[src/rtl/axil_register_wr_if.sv]
// AXI4-Lite write-path bundle (AW, W, B) shared by both sides of the write register slice.
// "master" drives AW/W and sinks B; "slave" is the mirror image.
interface axil_register_wr_if #(
  parameter int DATA_WIDTH = 32,
  parameter int ADDR_WIDTH = 32,
  parameter int STRB_WIDTH = DATA_WIDTH / 8
);
  logic [ADDR_WIDTH-1:0] awaddr;
  logic [2:0]            awprot;
  logic                  awvalid;
  logic                  awready;
  logic [DATA_WIDTH-1:0] wdata;
  logic [STRB_WIDTH-1:0] wstrb;
  logic                  wvalid;
  logic                  wready;
  logic [1:0]            bresp;
  logic                  bvalid;
  logic                  bready;

  modport master (
    output awaddr, awprot, awvalid,
    input  awready,
    output wdata, wstrb, wvalid,
    input  wready,
    input  bresp, bvalid,
    output bready
  );

  modport slave (
    input  awaddr, awprot, awvalid,
    output awready,
    input  wdata, wstrb, wvalid,
    output wready,
    output bresp, bvalid,
    input  bready
  );
endinterface

[src/rtl/axil_register_wr.sv]
// AXI4-Lite write-path register slice: AW, W and B each bypassed, simple- or skid-buffered.
// Define AXIL_REGISTER_WR_DATAPATH_RESET_EN to clear payload registers on rst as well.

// Handshake: a beat moves on a rising clk edge where valid and ready are both high;
// payload must stay stable while valid is high and ready is low, and valid never waits on ready.
module axil_register_wr_chan #(
  parameter int WIDTH    = 32,
  parameter int REG_TYPE = 1
) (
  input  logic             clk,
  input  logic             rst,
  input  logic [WIDTH-1:0] in_data,
  input  logic             in_valid,
  output logic             in_ready,
  output logic [WIDTH-1:0] out_data,
  output logic             out_valid,
  input  logic             out_ready
);

  if (REG_TYPE == 2) begin : g_skid
    logic             in_ready_reg;
    logic             out_valid_reg;
    logic             temp_valid_reg;
    logic             out_valid_next;
    logic             temp_valid_next;
    logic             in_ready_early;
    logic             store_in_out;
    logic             store_in_temp;
    logic             store_temp_out;
    logic [WIDTH-1:0] out_data_reg;
    logic [WIDTH-1:0] temp_data_reg;

    // Ready stays up unless a second beat would have nowhere to go next cycle.
    assign in_ready_early = out_ready | (!temp_valid_reg & (!out_valid_reg | !in_valid));

    always_comb begin
      out_valid_next  = out_valid_reg;
      temp_valid_next = temp_valid_reg;
      store_in_out    = 1'b0;
      store_in_temp   = 1'b0;
      store_temp_out  = 1'b0;
      if (in_ready_reg) begin
        if (out_ready || !out_valid_reg) begin
          out_valid_next = in_valid;
          store_in_out   = in_valid;
        end else begin
          temp_valid_next = in_valid;
          store_in_temp   = in_valid;
        end
      end else if (out_ready) begin
        out_valid_next  = temp_valid_reg;
        temp_valid_next = 1'b0;
        store_temp_out  = temp_valid_reg;
      end
    end

    always_ff @(posedge clk or posedge rst) begin
      if (rst) begin
        in_ready_reg   <= 1'b0;
        out_valid_reg  <= 1'b0;
        temp_valid_reg <= 1'b0;
      end else begin
        in_ready_reg   <= in_ready_early;
        out_valid_reg  <= out_valid_next;
        temp_valid_reg <= temp_valid_next;
      end
    end

`ifdef AXIL_REGISTER_WR_DATAPATH_RESET_EN
    always_ff @(posedge clk or posedge rst) begin
      if (rst) begin
        out_data_reg  <= '0;
        temp_data_reg <= '0;
      end else begin
        if (store_in_out) begin
          out_data_reg <= in_data;
        end else if (store_temp_out) begin
          out_data_reg <= temp_data_reg;
        end
        if (store_in_temp) begin
          temp_data_reg <= in_data;
        end
      end
    end
`else
    always_ff @(posedge clk) begin
      if (store_in_out) begin
        out_data_reg <= in_data;
      end else if (store_temp_out) begin
        out_data_reg <= temp_data_reg;
      end
      if (store_in_temp) begin
        temp_data_reg <= in_data;
      end
    end
`endif

    assign in_ready  = in_ready_reg;
    assign out_valid = out_valid_reg;
    assign out_data  = out_data_reg;
  end else if (REG_TYPE == 1) begin : g_simple
    logic             in_ready_reg;
    logic             out_valid_reg;
    logic             out_valid_next;
    logic             store_in;
    logic [WIDTH-1:0] out_data_reg;

    always_comb begin
      out_valid_next = out_valid_reg;
      store_in       = 1'b0;
      if (in_ready_reg) begin
        out_valid_next = in_valid;
        store_in       = in_valid;
      end else if (out_ready) begin
        out_valid_next = 1'b0;
      end
    end

    // Ready is simply "output register empty next cycle", hence one beat per two cycles.
    always_ff @(posedge clk or posedge rst) begin
      if (rst) begin
        in_ready_reg  <= 1'b0;
        out_valid_reg <= 1'b0;
      end else begin
        in_ready_reg  <= !out_valid_next;
        out_valid_reg <= out_valid_next;
      end
    end

`ifdef AXIL_REGISTER_WR_DATAPATH_RESET_EN
    always_ff @(posedge clk or posedge rst) begin
      if (rst) begin
        out_data_reg <= '0;
      end else if (store_in) begin
        out_data_reg <= in_data;
      end
    end
`else
    always_ff @(posedge clk) begin
      if (store_in) begin
        out_data_reg <= in_data;
      end
    end
`endif

    assign in_ready  = in_ready_reg;
    assign out_valid = out_valid_reg;
    assign out_data  = out_data_reg;
  end else begin : g_bypass
    logic unused_clk_rst;
    assign unused_clk_rst = clk ^ rst;
    assign out_data       = in_data;
    assign out_valid      = in_valid;
    assign in_ready       = out_ready;
  end

endmodule

module axil_register_wr #(
  parameter int DATA_WIDTH  = 32,
  parameter int ADDR_WIDTH  = 32,
  parameter int STRB_WIDTH  = DATA_WIDTH / 8,
  parameter int AW_REG_TYPE = 1,
  parameter int W_REG_TYPE  = 1,
  parameter int B_REG_TYPE  = 1
) (
  input  logic                  clk,
  input  logic                  rst,
  axil_register_wr_if.slave     s_axil,
  axil_register_wr_if.master    m_axil
);

  logic [ADDR_WIDTH+2:0]          aw_out;
  logic [DATA_WIDTH+STRB_WIDTH-1:0] w_out;
  logic [1:0]                     b_out;

  axil_register_wr_chan #(
    .WIDTH    (ADDR_WIDTH + 3),
    .REG_TYPE (AW_REG_TYPE)
  ) u_aw (
    .clk       (clk),
    .rst       (rst),
    .in_data   ({s_axil.awprot, s_axil.awaddr}),
    .in_valid  (s_axil.awvalid),
    .in_ready  (s_axil.awready),
    .out_data  (aw_out),
    .out_valid (m_axil.awvalid),
    .out_ready (m_axil.awready)
  );

  assign {m_axil.awprot, m_axil.awaddr} = aw_out;

  axil_register_wr_chan #(
    .WIDTH    (DATA_WIDTH + STRB_WIDTH),
    .REG_TYPE (W_REG_TYPE)
  ) u_w (
    .clk       (clk),
    .rst       (rst),
    .in_data   ({s_axil.wstrb, s_axil.wdata}),
    .in_valid  (s_axil.wvalid),
    .in_ready  (s_axil.wready),
    .out_data  (w_out),
    .out_valid (m_axil.wvalid),
    .out_ready (m_axil.wready)
  );

  assign {m_axil.wstrb, m_axil.wdata} = w_out;

  // B flows back from the downstream slave to the upstream master.
  axil_register_wr_chan #(
    .WIDTH    (2),
    .REG_TYPE (B_REG_TYPE)
  ) u_b (
    .clk       (clk),
    .rst       (rst),
    .in_data   (m_axil.bresp),
    .in_valid  (m_axil.bvalid),
    .in_ready  (m_axil.bready),
    .out_data  (b_out),
    .out_valid (s_axil.bvalid),
    .out_ready (s_axil.bready)
  );

  assign s_axil.bresp = b_out;

endmodule

[src/flat_wrapper.sv]
// flat-port wrapper written by rule: the top's interface ports become plain ports
module axil_register_wr_flat 
#(
  parameter int DATA_WIDTH  = 32,
  parameter int ADDR_WIDTH  = 32,
  parameter int STRB_WIDTH  = DATA_WIDTH / 8,
  parameter int AW_REG_TYPE = 1,
  parameter int W_REG_TYPE  = 1,
  parameter int B_REG_TYPE  = 1
)
  (clk, rst, s_axil_awaddr, s_axil_awprot, s_axil_awvalid, s_axil_awready, s_axil_wdata, s_axil_wstrb, s_axil_wvalid, s_axil_wready, s_axil_bresp, s_axil_bvalid, s_axil_bready, m_axil_awaddr, m_axil_awprot, m_axil_awvalid, m_axil_awready, m_axil_wdata, m_axil_wstrb, m_axil_wvalid, m_axil_wready, m_axil_bresp, m_axil_bvalid, m_axil_bready);
  axil_register_wr_if #(.DATA_WIDTH(DATA_WIDTH), .ADDR_WIDTH(ADDR_WIDTH), .STRB_WIDTH(STRB_WIDTH)) s_axil_i ();
  axil_register_wr_if #(.DATA_WIDTH(DATA_WIDTH), .ADDR_WIDTH(ADDR_WIDTH), .STRB_WIDTH(STRB_WIDTH)) m_axil_i ();
  input  logic clk;
  input  logic rst;
  input wire logic [$bits(s_axil_i.awaddr)-1:0] s_axil_awaddr;
  input wire logic [$bits(s_axil_i.awprot)-1:0] s_axil_awprot;
  input wire logic [$bits(s_axil_i.awvalid)-1:0] s_axil_awvalid;
  output wire logic [$bits(s_axil_i.awready)-1:0] s_axil_awready;
  input wire logic [$bits(s_axil_i.wdata)-1:0] s_axil_wdata;
  input wire logic [$bits(s_axil_i.wstrb)-1:0] s_axil_wstrb;
  input wire logic [$bits(s_axil_i.wvalid)-1:0] s_axil_wvalid;
  output wire logic [$bits(s_axil_i.wready)-1:0] s_axil_wready;
  output wire logic [$bits(s_axil_i.bresp)-1:0] s_axil_bresp;
  output wire logic [$bits(s_axil_i.bvalid)-1:0] s_axil_bvalid;
  input wire logic [$bits(s_axil_i.bready)-1:0] s_axil_bready;
  output wire logic [$bits(m_axil_i.awaddr)-1:0] m_axil_awaddr;
  output wire logic [$bits(m_axil_i.awprot)-1:0] m_axil_awprot;
  output wire logic [$bits(m_axil_i.awvalid)-1:0] m_axil_awvalid;
  input wire logic [$bits(m_axil_i.awready)-1:0] m_axil_awready;
  output wire logic [$bits(m_axil_i.wdata)-1:0] m_axil_wdata;
  output wire logic [$bits(m_axil_i.wstrb)-1:0] m_axil_wstrb;
  output wire logic [$bits(m_axil_i.wvalid)-1:0] m_axil_wvalid;
  input wire logic [$bits(m_axil_i.wready)-1:0] m_axil_wready;
  input wire logic [$bits(m_axil_i.bresp)-1:0] m_axil_bresp;
  input wire logic [$bits(m_axil_i.bvalid)-1:0] m_axil_bvalid;
  output wire logic [$bits(m_axil_i.bready)-1:0] m_axil_bready;
  assign s_axil_i.awaddr = s_axil_awaddr;
  assign s_axil_i.awprot = s_axil_awprot;
  assign s_axil_i.awvalid = s_axil_awvalid;
  assign s_axil_awready = s_axil_i.awready;
  assign s_axil_i.wdata = s_axil_wdata;
  assign s_axil_i.wstrb = s_axil_wstrb;
  assign s_axil_i.wvalid = s_axil_wvalid;
  assign s_axil_wready = s_axil_i.wready;
  assign s_axil_bresp = s_axil_i.bresp;
  assign s_axil_bvalid = s_axil_i.bvalid;
  assign s_axil_i.bready = s_axil_bready;
  assign m_axil_awaddr = m_axil_i.awaddr;
  assign m_axil_awprot = m_axil_i.awprot;
  assign m_axil_awvalid = m_axil_i.awvalid;
  assign m_axil_i.awready = m_axil_awready;
  assign m_axil_wdata = m_axil_i.wdata;
  assign m_axil_wstrb = m_axil_i.wstrb;
  assign m_axil_wvalid = m_axil_i.wvalid;
  assign m_axil_i.wready = m_axil_wready;
  assign m_axil_i.bresp = m_axil_bresp;
  assign m_axil_i.bvalid = m_axil_bvalid;
  assign m_axil_bready = m_axil_i.bready;
  axil_register_wr #(.DATA_WIDTH(DATA_WIDTH), .ADDR_WIDTH(ADDR_WIDTH), .STRB_WIDTH(STRB_WIDTH), .AW_REG_TYPE(AW_REG_TYPE), .W_REG_TYPE(W_REG_TYPE), .B_REG_TYPE(B_REG_TYPE)) u_core (.clk(clk), .rst(rst), .s_axil(s_axil_i), .m_axil(m_axil_i));
endmodule
[config.mk]
export PLATFORM = sky130hd
export DESIGN_NAME = axil_register_wr_flat
export DESIGN_NICKNAME = d
export VERILOG_FILES = /design/src/rtl/axil_register_wr_if.sv /design/src/rtl/axil_register_wr.sv /design/src/flat_wrapper.sv
export SDC_FILE = /design/constraint.sdc
export NUM_CORES = 1
export LEC_CHECK = 0
export ABC_AREA = 1
export BUFFER_PORTS_ARGS = -buffer_cell sky130_fd_sc_hd__buf_2
export CELL_PAD_IN_SITES_DETAIL_PLACEMENT = 0
export CELL_PAD_IN_SITES_GLOBAL_PLACEMENT = 2
export CORE_MARGIN = 2
export CORE_UTILIZATION = 27
export DETAILED_ROUTE_END_ITERATION = 12
export PLACE_DENSITY_LB_ADDON = 0.1
export SYNTH_ARGS = -nofsm -noshare
export SYNTH_HDL_FRONTEND = slang
export SYNTH_HIERARCHICAL = 1
export SYNTH_SLANG_ARGS = --single-unit
[constraint.sdc]
create_clock -name clk -period 2.2 [get_ports clk]
set_clock_uncertainty 0.1 [all_clocks]
set_input_delay 0.11 -clock clk [delete_from_list [all_inputs] [get_ports clk]]
set_output_delay 0.11 -clock clk [all_outputs]
set_load 0.1 [all_outputs]
# Yosys cells after proc, flatten, opt, wreduce, memory -nomap -nowiden
# Cells that the tools add are included.
[word_totals]
ff_bits = 79
word_cells = 21
[classes]
mux = 9
n_reduce_logical = 3
[op_table]
columns = ["op", "count"]
rows = [
  ["$mux W1", 9],
  ["$logic_not A1 Y1", 3],
]

# Logic depth before layout (Yosys ltp)
# Gate-level depths: netlist of the first run.
[depth]
word_depth = 3
ltp_mapped = 4
depth_no_buf = 4

# Cells and area by module
# Netlist of the first run, hierarchy kept.
[modules_own_cells]
columns = ["mod", "n_inst", "cells_per_inst", "area_per_inst_um2"]
rows = [
  ["axil_register_wr_chan (u_core.u_w)", 1, 50, 1182.4],
  ["axil_register_wr_chan (u_core.u_aw)", 1, 49, 1152.4],
  ["axil_register_wr_chan (u_core.u_b)", 1, 16, 161.4],
]

# Worst setup path before layout of the first run
# Ideal clock, no wire load.
[synth_timing]
path_type = "register -> register"
from = "reg u_core.u_w.g_simple.in_ready_reg, in the netlist u_core/u_w/in_ready"
to = "reg u_core.u_w.g_simple.out_data_reg[0], in the netlist u_core/u_w/out_data[0], enable pin"
setup_time_ns = 0.391
arrival_ns = 1.852
required_time_ns = 1.709
path_slack_ns = -0.143
path_stages_with_launch = 3
path_buffers = 0
synth_period_minus_slack_ns = 2.343
cell_sequence = "dfrtp_1 > nand2_1 > inv_1"
[synth_via]
elab_chain_len = 1
[synth_rtl]
columns = ["item", "line", "source"]
rows = [
  ["start, declared", "axil_register_wr.sv:102", "logic in_ready_reg;"],
  ["start signal, assigned", "axil_register_wr.sv:125", "in_ready_reg <= !out_valid_next;"],
  ["$mux W1", "axil_register_wr.sv:111", "if (in_ready_reg) begin"],
  ["net u_core.u_w.g_simple.store_in", "axil_register_wr.sv:105", "logic store_in;"],
  ["end signal, assigned", "axil_register_wr.sv:141", "out_data_reg <= in_data;"],
  ["end, declared", "axil_register_wr.sv:106", "logic [WIDTH-1:0] out_data_reg;"],
]
# The timed path passes the listed nets, and every way through them passes these cells.
# A chain may end at the register's enable or synchronous reset.

# Final worst setup path of the first run
[layout_timing]
from = "reg u_core.u_aw.g_simple.in_ready_reg, in the netlist u_core/u_aw/in_ready"
to = "reg u_core.u_aw.g_simple.out_data_reg[12], in the netlist u_core/u_aw/out_data[12], enable pin"
[layout_via]
elab_chain_len = 1
[layout_rtl]
columns = ["item", "line"]
rows = [
  ["start, declared", "axil_register_wr.sv:102"],
  ["start signal, assigned", "axil_register_wr.sv:125"],
  ["$mux W1", "axil_register_wr.sv:111"],
  ["net u_core.u_aw.g_simple.store_in", "axil_register_wr.sv:105"],
  ["end signal, assigned", "axil_register_wr.sv:141"],
  ["end, declared", "axil_register_wr.sv:106"],
]
# The timed path passes the listed nets, and every way through them passes these cells.

==> results.sh, run 1 <==
export IMPL_outcome="finished clean"
export IMPL_drive_above_1_share_pct=48.3
export IMPL_final_max_slew_viol_count=0
export IMPL_hold_buffers=83
export IMPL_antenna_cells=0
export IMPL_critical_path_max_stage_delay_ps=610
export IMPL_p_per_area_mw_per_mm2=1310
export IMPL_cts_resized=0
export IMPL_syn_area_per_cell_um2=21.7
export IMPL_rows=35
export IMPL_die_w_um=100
export IMPL_grt_use_total_pct=12.3
export IMPL_crit_chain="nand2_1 -> clkinvlp_4"
export IMPL_firstDrtPassIters=4
export IMPL_max_freq_mhz=566
export IMPL_areaGrowthSynthToFinish_pct=78.6
export IMPL_syn_area_mm2=0.00250
export IMPL_grt_pass1_wl_mm=9.33
export IMPL_start_kind="flop"
export IMPL_route_detailed_drc=0
export IMPL_wire_per_inst_um=12.7
export IMPL_clock_path_buffers=2
export IMPL_p_leak_nw=1.95
export IMPL_crit_type="flop to flop"
export IMPL_pin_count=160
export IMPL_num_nets_final=449
export IMPL_tightest_slew_ps=742
export IMPL_clkTransAtPathRegs_ps=80
export IMPL_synth_cell_types=6
export IMPL_drt_vias_per_instance=3.90
export IMPL_cts_buffers=9
export IMPL_rsz0062_at_grt="false"
export IMPL_grt_max_degree=37
export IMPL_grt_overflow=0
export IMPL_end_kind="flop"
export IMPL_hold_class="primary input to async pin"
export IMPL_place_congestion=0.672
export IMPL_critPathMaxFanout=35
export IMPL_worst_slack_ps=433
export IMPL_antenna_found_initial=0
export IMPL_coreArea_mm2=0.00911
export IMPL_num_vias=1886
export IMPL_final_cell_mix="159 x buf_2, 83 x dlygate4sd3_1, 73 x edfxtp_1"
export IMPL_die_h_um=100
export IMPL_synth_nets=196
export IMPL_clock_latency_ps=340
export IMPL_synth_seq_cells=79
export IMPL_max_slew_margin_pct=50.4
export IMPL_cp_arrival_ps=1520
export IMPL_crit_slowest_cell="clkinvlp_4"
export IMPL_mostFrequentLayoutCell="buf_2"
export IMPL_finalHoldViolCount=0
export IMPL_drtIter0Drc=42
export IMPL_ys_seq_area_share_pct=93.8
export IMPL_ant_nets=0
export IMPL_required_ps=1960
export IMPL_largest_register_ffs=36
export IMPL_tns_ps=0
export IMPL_min_period_over_period_pct=80.3
export IMPL_place_ws_ps=404
export IMPL_wirelength_mm=6.17
export IMPL_initial_utilization_pct=27.4
export IMPL_cts_root_buf="clkbuf_8"
export IMPL_ys_warn_count=6
export IMPL_cts_num_sinks=79
export IMPL_cts_htree_levels=3
export IMPL_dp_hpwl_mm=4.14
export IMPL_grt_pass1_vias=1986
export IMPL_die_area_mm2=0.0100
export IMPL_cap_viol_max_count=0
export IMPL_setup_viol=0
export IMPL_synthCells=115
export IMPL_ir_drop_mv=0.558
export IMPL_cts_setup_buffers=0
export IMPL_cts_tree="built"
export IMPL_period_minus_slack_ps=1770
export IMPL_port_buffers=159
==> critical path: cells and delay by family, from the launching register on <==
family        cells  cell delay [ps]
buf+inv           1              610
flops             1              420
simple gates      1              140
==> where the power goes <==
part / switching, mW / internal, mW
Sequential: 0.0975 / 2.01
Combinational: 2.30 / 0.391
Clock: 0.507 / 0.526
==> cell families (layout without fill, tap and decap cells) <==
kind of cell | count (synthesis) | after routing | share of synthesized area (%)
AND/OR/NAND/NOR | 21 | 21 | 3.91
buffers and inverters | 15 | 273 | 2.26
flip-flops | 79 | 79 | 93.8
==> synthesized netlist by cell type <==
cell | instances | share of area, %
inv_2 | 3 | 0.45
inv_1 | 12 | 1.8
dfrtp_1 | 6 | 6.0
nand2_1 | 18 | 2.7
edfxtp_1 | 73 | 88
nand3_2 | 3 | 1.2
==> per-layer routing <==
| layer | share of wire, % | wire, um | vias to the layer above | track usage (%) |
|---|---|---|---|---|
| met1 | 40 | 2460 | 871 | 13.5 |
| met2 | 51 | 3150 | 92 | 21.2 |
| met3 | 7.7 | 478 | 7 | 5.22 |
| met4 | 1.3 | 82 | 0 | 4.74 |
| li1 | - | - | 916 | - |
| met5 | 0 | 0 | - | 0 |
==> area by class of cell <==
class,instances,area [um2]
clock inverter,5,57.6
inverter,15,63.8
multi-input combinational,21,97.6
sequential,79,2340
clock buffer,11,131
timing repair buffer,242,1630
tap,111,139
fill,841,4650
==> per-stage QoR <==
stage	hold WS (ps)	power (mW)	area, um2	util [%]	std cells
5_1_grt	64.3	6.07	4460	48.9	484
2_1_floorplan	-249	4.29	2500	-	115
3_3_place_gp	-105	4.68	3440	37.7	385
6_report	70.8	5.83	4460	48.9	484
4_1_cts	43.2	5.90	4460	48.9	484
3_5_place_dp	-108	4.69	3440	37.7	385
==> final timing paths <==
check	depth (start not counted)	startpoint	slack, ps	end
worst max-delay path	2	u_core/u_aw/in_ready	430	u_core/u_aw/out_data[12]
worst min-delay path	3	rst	70	u_core/u_aw/in_ready
worst max register to register	2	u_core/u_aw/in_ready	430	u_core/u_aw/out_data[12]
worst min register to register	2	u_core/u_aw/out_valid	450	u_core/u_aw/out_valid
max in group asynchronous	3	rst	1800	u_core/u_b/in_ready
min in group clk	2	s_axil_awaddr[0]	370	u_core/u_aw/out_data[0]
No activity file was read; power rests on OpenSTA's default activity.
==> run 2, diff against run 1 <==
--- a/config.mk
+++ b/config.mk
@@ -5,7 +5,7 @@
 export SDC_FILE = /design/constraint.sdc
 export NUM_CORES = 1
 export LEC_CHECK = 0
-export ABC_AREA = 1
+export ABC_AREA = 0
 export BUFFER_PORTS_ARGS = -buffer_cell sky130_fd_sc_hd__buf_2
 export CELL_PAD_IN_SITES_DETAIL_PLACEMENT = 0
 export CELL_PAD_IN_SITES_GLOBAL_PLACEMENT = 2
==> constraint.sdc (replaced) <==
create_clock -name clk -period 1.79 [get_ports clk]
set_clock_uncertainty 0.1 [all_clocks]
set_input_delay 0.0895 -clock clk [delete_from_list [all_inputs] [get_ports clk]]
set_output_delay 0.0895 -clock clk [all_outputs]
set_load 0.1 [all_outputs]
==> run 2 against run 1 <==
Net effect: die area is 1.9% lower; non-clock buffer count is 2 higher; final cell count is 4.5% lower; largest cell class unchanged; design area is 0.62% lower; critical endpoint is now u_core/u_w/out_valid.
==> results.sh, run 2 <==
export IMPL_synth_seq_cells=79
export IMPL_synthCells=96
export IMPL_critical_path_max_stage_delay_ps=560
export IMPL_coreArea_mm2=0.00876
export IMPL_die_h_um=99.2
export IMPL_drive_above_1_share_pct=51.7
export IMPL_synth_common_cells="73 x edfxtp_1, 6 x dfrtp_1, 5 x inv_1"
export IMPL_clock_path_buffers=2
export IMPL_grt_pass1_wl_mm=9.04
export IMPL_cts_tree="built"
export IMPL_clock_latency_ps=330
export IMPL_cts_htree_levels=3
export IMPL_rows=34
export IMPL_cts_root_buf="clkbuf_8"
export IMPL_drt_vias_per_instance=3.91
export IMPL_required_ps=1910
export IMPL_yosysMostFrequentCell="edfxtp_1"
export IMPL_rsz0062_at_grt="false"
export IMPL_final_max_slew_viol_count=0
export IMPL_antenna_cells=0
export IMPL_post_route_util_pct=50.6
export IMPL_start_kind="flop"
export IMPL_cts_buffers=9
export IMPL_finalHoldViolCount=0
export IMPL_tns_ps=0
export IMPL_synth_nets=177
export IMPL_cts_setup_buffers=0
export IMPL_die_area_mm2=0.00984
export IMPL_place_area_mm2=0.00342
export IMPL_grt_use_total_pct=12.2
export IMPL_ir_drop_mv=0.479
export IMPL_port_buffers=159
export IMPL_antenna_found_initial=0
export IMPL_synthFlopType="edfxtp_1"
export IMPL_crit_slowest_cell="dlygate4sd3_1"
export IMPL_min_period_over_period_pct=81.6
export IMPL_crit_type="flop to flop"
export IMPL_critPathMaxFanout=4
export IMPL_place_congestion=0.674
export IMPL_async_flop_share_pct=7.59
export IMPL_initial_utilization_pct=27.9
export IMPL_wirelength_mm=5.91
export IMPL_ys_warn_count=6
export IMPL_clkTransAtPathRegs_ps=80
export IMPL_num_vias=1807
export IMPL_yosysTopAreaCell="edfxtp_1"
export IMPL_setup_viol=0
export IMPL_grt_overflow=0
export IMPL_cp_arrival_ps=1580
export IMPL_grt_max_degree=37
export IMPL_tightest_slew_ps=508
export IMPL_synth_edff_count=73
export IMPL_route_detailed_drc=0
export IMPL_largest_register_ffs=36
export IMPL_yosys_area_top_type_share_pct=89.6
export IMPL_hold_class="primary input to async pin"
export IMPL_cts_num_sinks=79
export IMPL_p_per_area_mw_per_mm2=1080
export IMPL_hold_ws_ps=55.9
export IMPL_ant_nets=0
export IMPL_p_leak_nw=1.90
export IMPL_mostFrequentLayoutCell="buf_2"
export IMPL_max_slew_margin_pct=66.4
export IMPL_final_cell_mix="159 x buf_2, 83 x dlygate4sd3_1, 73 x edfxtp_1"
export IMPL_outcome="finished clean"
export IMPL_wire_per_inst_um=12.8
export IMPL_period_minus_slack_ps=1460
export IMPL_pin_count=160
export IMPL_cap_viol_max_count=0
export IMPL_die_w_um=99.2
export IMPL_max_freq_mhz=685
export IMPL_fill_cells=763
export IMPL_firstDrtPassIters=7
export IMPL_end_kind="flop"
export IMPL_dp_hpwl_mm=4.06
export IMPL_synth_cell_types=11
export IMPL_num_nets_final=432
export IMPL_grt_pass1_vias=1897
export IMPL_syn_area_mm2=0.00245
export IMPL_drtIter0Drc=42
export IMPL_totalPowerFinal_mw=4.78
export IMPL_ys_seq_area_share_pct=95.8
export IMPL_ys_top_cells_by_area="edfxtp_1 90%, dfrtp_1 6.1%, nand2b_4 1.1%, inv_1 0.77%, o21a_1 0.61%"
export IMPL_crit_chain="nand2_2 -> o21ai_1 -> dlygate4sd3_1"
export IMPL_syn_area_per_cell_um2=25.5
export IMPL_areaGrowthSynthToFinish_pct=81.1
export IMPL_final_area_mm2=0.00443
run 2: cell count changes after synthesis, moves of 2 or more:
cell      before  now
nand2_1       18    2
inv_1         12    5
nand2b_4       0    2
inv_2          3    0
o21ai_1        0    2
o21a_1         0    2
nand3_2        3    0
run 2: cells by family after synthesis:
kind of cell / after synthesis / share of synthesized area [%]
flip-flops: 79 / 95.8
buffers and inverters: 5 / 0.767
AND/OR/NAND/NOR: 6 / 1.94
AO/OA/AOI/OAI: 6 / 1.53
run 2: final cells by class:
cell class / count / area (um2) / share of cell area (%)
clock buffer: 9 / 124 / 2.80
clock inverter: 5 / 51.3 / 1.16
inverter: 5 / 26.3 / 0.593
multi-input combinational: 12 / 90.1 / 2.03
sequential: 79 / 2350 / 53.0
tap: 108 / 135 / 3.05
timing repair buffer: 244 / 1650 / 37.3
run 2: path summary, 6_finish.rpt:
kind	cells after the start	to	start	slack [ps]
min	3	u_core/u_b/in_ready	rst	60
min in group clk	2	u_core/u_aw/out_data[5]	s_axil_awaddr[5]	360
max in group asynchronous	3	u_core/u_aw/in_ready	rst	1400
min reg2reg	1	u_core/u_b/out_valid	u_core/u_b/out_valid	410
max	3	u_core/u_w/out_valid	u_core/u_w/in_ready	330
max reg2reg	3	u_core/u_w/out_valid	u_core/u_w/in_ready	330
run 2: timing repair:
action | CTS | global route
hold buffers | 83 | 0
gates resized for setup | 0 | 0
hold endpoints to repair | 87 | 0
endpoints found under the setup margin | 0 | 0
run 2: where the power goes:
part	internal (mW)	leakage (nW)	switching, mW	total, mW
registers	2.18	0.762	0.0393	2.22
logic	0.290	1.05	1.06	1.35
clock network	0.619	0.0884	0.590	1.21
run 2: layer usage:
layer  track usage (%)  wire [um]  part of all wire [%]
met2              20.3       2990                    51
met4              4.43         44                  0.74
met3              6.25        524                   8.9
met1              13.5       2350                    40
met5                 0          0                     0
run 2: critical path, delay by kind of cell, from the launching register on:
family	cells	cell delay (ps)
and+or+nand+nor	1	110
AOI/OAI and AO/OA	1	70
DFF	1	490
buffers and inverters	1	560
run 2: per-stage QoR:
stage | instances | setup slack, ps
after floorplan | 96 | 32.9
after global placement | 365 | 373
after detailed placement | 365 | 356
after global routing | 462 | 273
after CTS | 462 | 336
final | 462 | 330
==> run 3, diff against run 2 <==
--- a/config.mk
+++ b/config.mk
@@ -10,7 +10,7 @@
 export CELL_PAD_IN_SITES_DETAIL_PLACEMENT = 0
 export CELL_PAD_IN_SITES_GLOBAL_PLACEMENT = 2
 export CORE_MARGIN = 2
-export CORE_UTILIZATION = 27
+export CORE_UTILIZATION = 24
 export DETAILED_ROUTE_END_ITERATION = 12
 export PLACE_DENSITY_LB_ADDON = 0.1
 export SYNTH_ARGS = -nofsm -noshare
==> constraint.sdc (replaced) <==
create_clock -name clk -period 1.2 [get_ports clk]
set_clock_uncertainty 0.1 [all_clocks]
set_input_delay 0.06 -clock clk [delete_from_list [all_inputs] [get_ports clk]]
set_output_delay 0.06 -clock clk [all_outputs]
set_load 0.1 [all_outputs]
==> run 3 against run 2 <==
Net effect: the run now ends with setup timing left; setup slack worse by 410 ps; non-clock buffer count is 4 higher; final cell count is 6.5% higher; critical endpoint is now s_axil_awready.
==> results.sh, run 3 (same netlist as run 2, synthesis figures left out) <==
export IMPL_setup_viol=65
export IMPL_grt_use_met3_pct=4.43
export IMPL_cts_buffers=9
export IMPL_die_h_um=105
export IMPL_die_area_mm2=0.0110
export IMPL_max_slew_margin_pct=86.6
export IMPL_crit_type="flop to output pin"
export IMPL_cts_num_sinks=79
export IMPL_cts_tree="built"
export IMPL_hold_class="primary input to async pin"
export IMPL_grt_pass1_vias=2022
export IMPL_end_kind="output pin"
export IMPL_clkTransAtPathRegs_ps=80
export IMPL_num_vias=1867
export IMPL_violations="setup timing"
export IMPL_antenna_found_initial=0
export IMPL_rows=36
export IMPL_cap_viol_max_count=0
export IMPL_worst_slack_ps=-84.6
export IMPL_busiest_layer="met2"
export IMPL_grt_use_met2_pct=22.8
export IMPL_hold_ws_ps=43.1
export IMPL_critPathMaxFanout=2
export IMPL_period_minus_slack_ps=1280
export IMPL_cp_arrival_ps=1120
export IMPL_p_per_area_mw_per_mm2=1420
export IMPL_cts_root_buf="clkbuf_8"
export IMPL_coreArea_mm2=0.00982
export IMPL_totalPowerFinal_mw=8.16
export IMPL_wire_per_inst_um=13.8
export IMPL_final_max_slew_viol_count=0
export IMPL_required_ps=1040
export IMPL_grt_pass1_wl_mm=10.6
export IMPL_areaGrowthSynthToFinish_pct=135
export IMPL_use_met1_pct=13.4
export IMPL_rsz0062_at_grt="true"
export IMPL_dp_hpwl_mm=4.73
export IMPL_drive_above_1_share_pct=54.6
export IMPL_grt_use_total_pct=12.8
export IMPL_crit_chain="buf_6 -> buf_12"
export IMPL_max_freq_mhz=778
export IMPL_crit_slowest_cell="dfrtp_4"
export IMPL_place_congestion=0.730
export IMPL_place_ws_ps=-8.79
export IMPL_tightest_slew_ps=201
export IMPL_mostFrequentLayoutCell="buf_12"
export IMPL_die_w_um=105
export IMPL_antenna_cells=0
export IMPL_port_buffers=159
export IMPL_largest_register_ffs=36
export IMPL_outcome="finished with violations"
export IMPL_start_kind="flop"
export IMPL_pin_count=160
export IMPL_tns_ps=-1160
export IMPL_min_period_over_period_pct=107
export IMPL_clock_path_buffers=2
export IMPL_wirelength_mm=6.80
export IMPL_ir_drop_mv=0.600
export IMPL_num_nets_final=436
export IMPL_cts_htree_levels=3
export IMPL_initial_utilization_pct=24.9
export IMPL_critical_path_max_stage_delay_ps=510
export IMPL_firstDrtPassIters=4
export IMPL_drtIter0Drc=42
export IMPL_finalHoldViolCount=0
export IMPL_reg2reg_setup_slack_ps=-30
export IMPL_ant_nets=0
export IMPL_grt_max_degree=37
export IMPL_grt_overflow=0
export IMPL_route_detailed_drc=0
export IMPL_final_cell_mix="81 x buf_12, 80 x dlygate4sd3_1, 80 x buf_2"
export IMPL_p_leak_nw=2.38
export IMPL_clock_latency_ps=330
export IMPL_drt_vias_per_instance=3.79
==> run 3: cell types whose count changed in the layout (fill, tap and decap cells not counted) <==
cell	delta
dfrtp_1	-4
buf_4	+3
buf_6	+3
dfrtp_4	+1
bufinv_16	+1
clkinv_4	+1
buf_12	+80
clkinv_1	-1
dlygate4sd3_1	-3
nand2_2	-2
buf_2	-79
nand2_4	+2
dfrtp_2	+3
==> run 3: path summary, 6_finish.rpt <==
check	end	depth (start not counted)	from
max reg2reg	u_core/u_w/out_data[29]	3	u_core/u_w/in_ready
min reg2reg	u_core/u_b/in_ready	1	u_core/u_b/out_valid
max	s_axil_awready	2	u_core/u_aw/in_ready
min in group clk	u_core/u_aw/out_data[17]	2	s_axil_awaddr[17]
min	u_core/u_b/out_valid	3	rst
max in group asynchronous	u_core/u_aw/in_ready	3	rst
==> run 3: cell type report <==
cell class                 count  area [um2]
clock buffer                   9         124
clock inverter                 6        86.3
fill                         787        4070
inverter                       5        26.3
multi-input combinational     12         100
sequential                    79        2360
tap                          133         166
timing repair buffer         248        2890
==> run 3: timing repair <==
action                                  4_1_cts  5_1_grt
endpoints found under the setup margin       74       74
endpoints found under the hold margin        87        0
gates resized for setup                       3        0
pin swaps                                     0        0
setup buffers                                 3        1
hold buffers                                 80        0
==> run 3: routing by layer <==
metal	wire length, um	vias to the layer above
met5	0	-
met4	108	0
met3	514	8
met2	3730	87
met1	2450	888
li1	-	884
==> run 3: power by group <==
part           internal, mW  total, mW  switching [mW]
registers              3.26       3.42           0.162
logic                  1.02       2.64            1.61
clock network          1.16       2.10           0.943
total                  5.44       8.16            2.72
==> run 3: per-stage QoR <==
stage / instance area [um2] / util (%) / cells
floorplan: 2480 / - / 96
global placement: 4690 / 47.8 / 393
detailed placement: 4690 / 47.8 / 393
CTS: 5740 / 58.4 / 491
global route: 5750 / 58.5 / 492
finish: 5750 / 58.5 / 492
==> run 3: worst max-delay path: cells and delay by family (launching register included) <==
family / cells / cell delay [ps]
flops: 1 / 510
buf+inv: 2 / 280
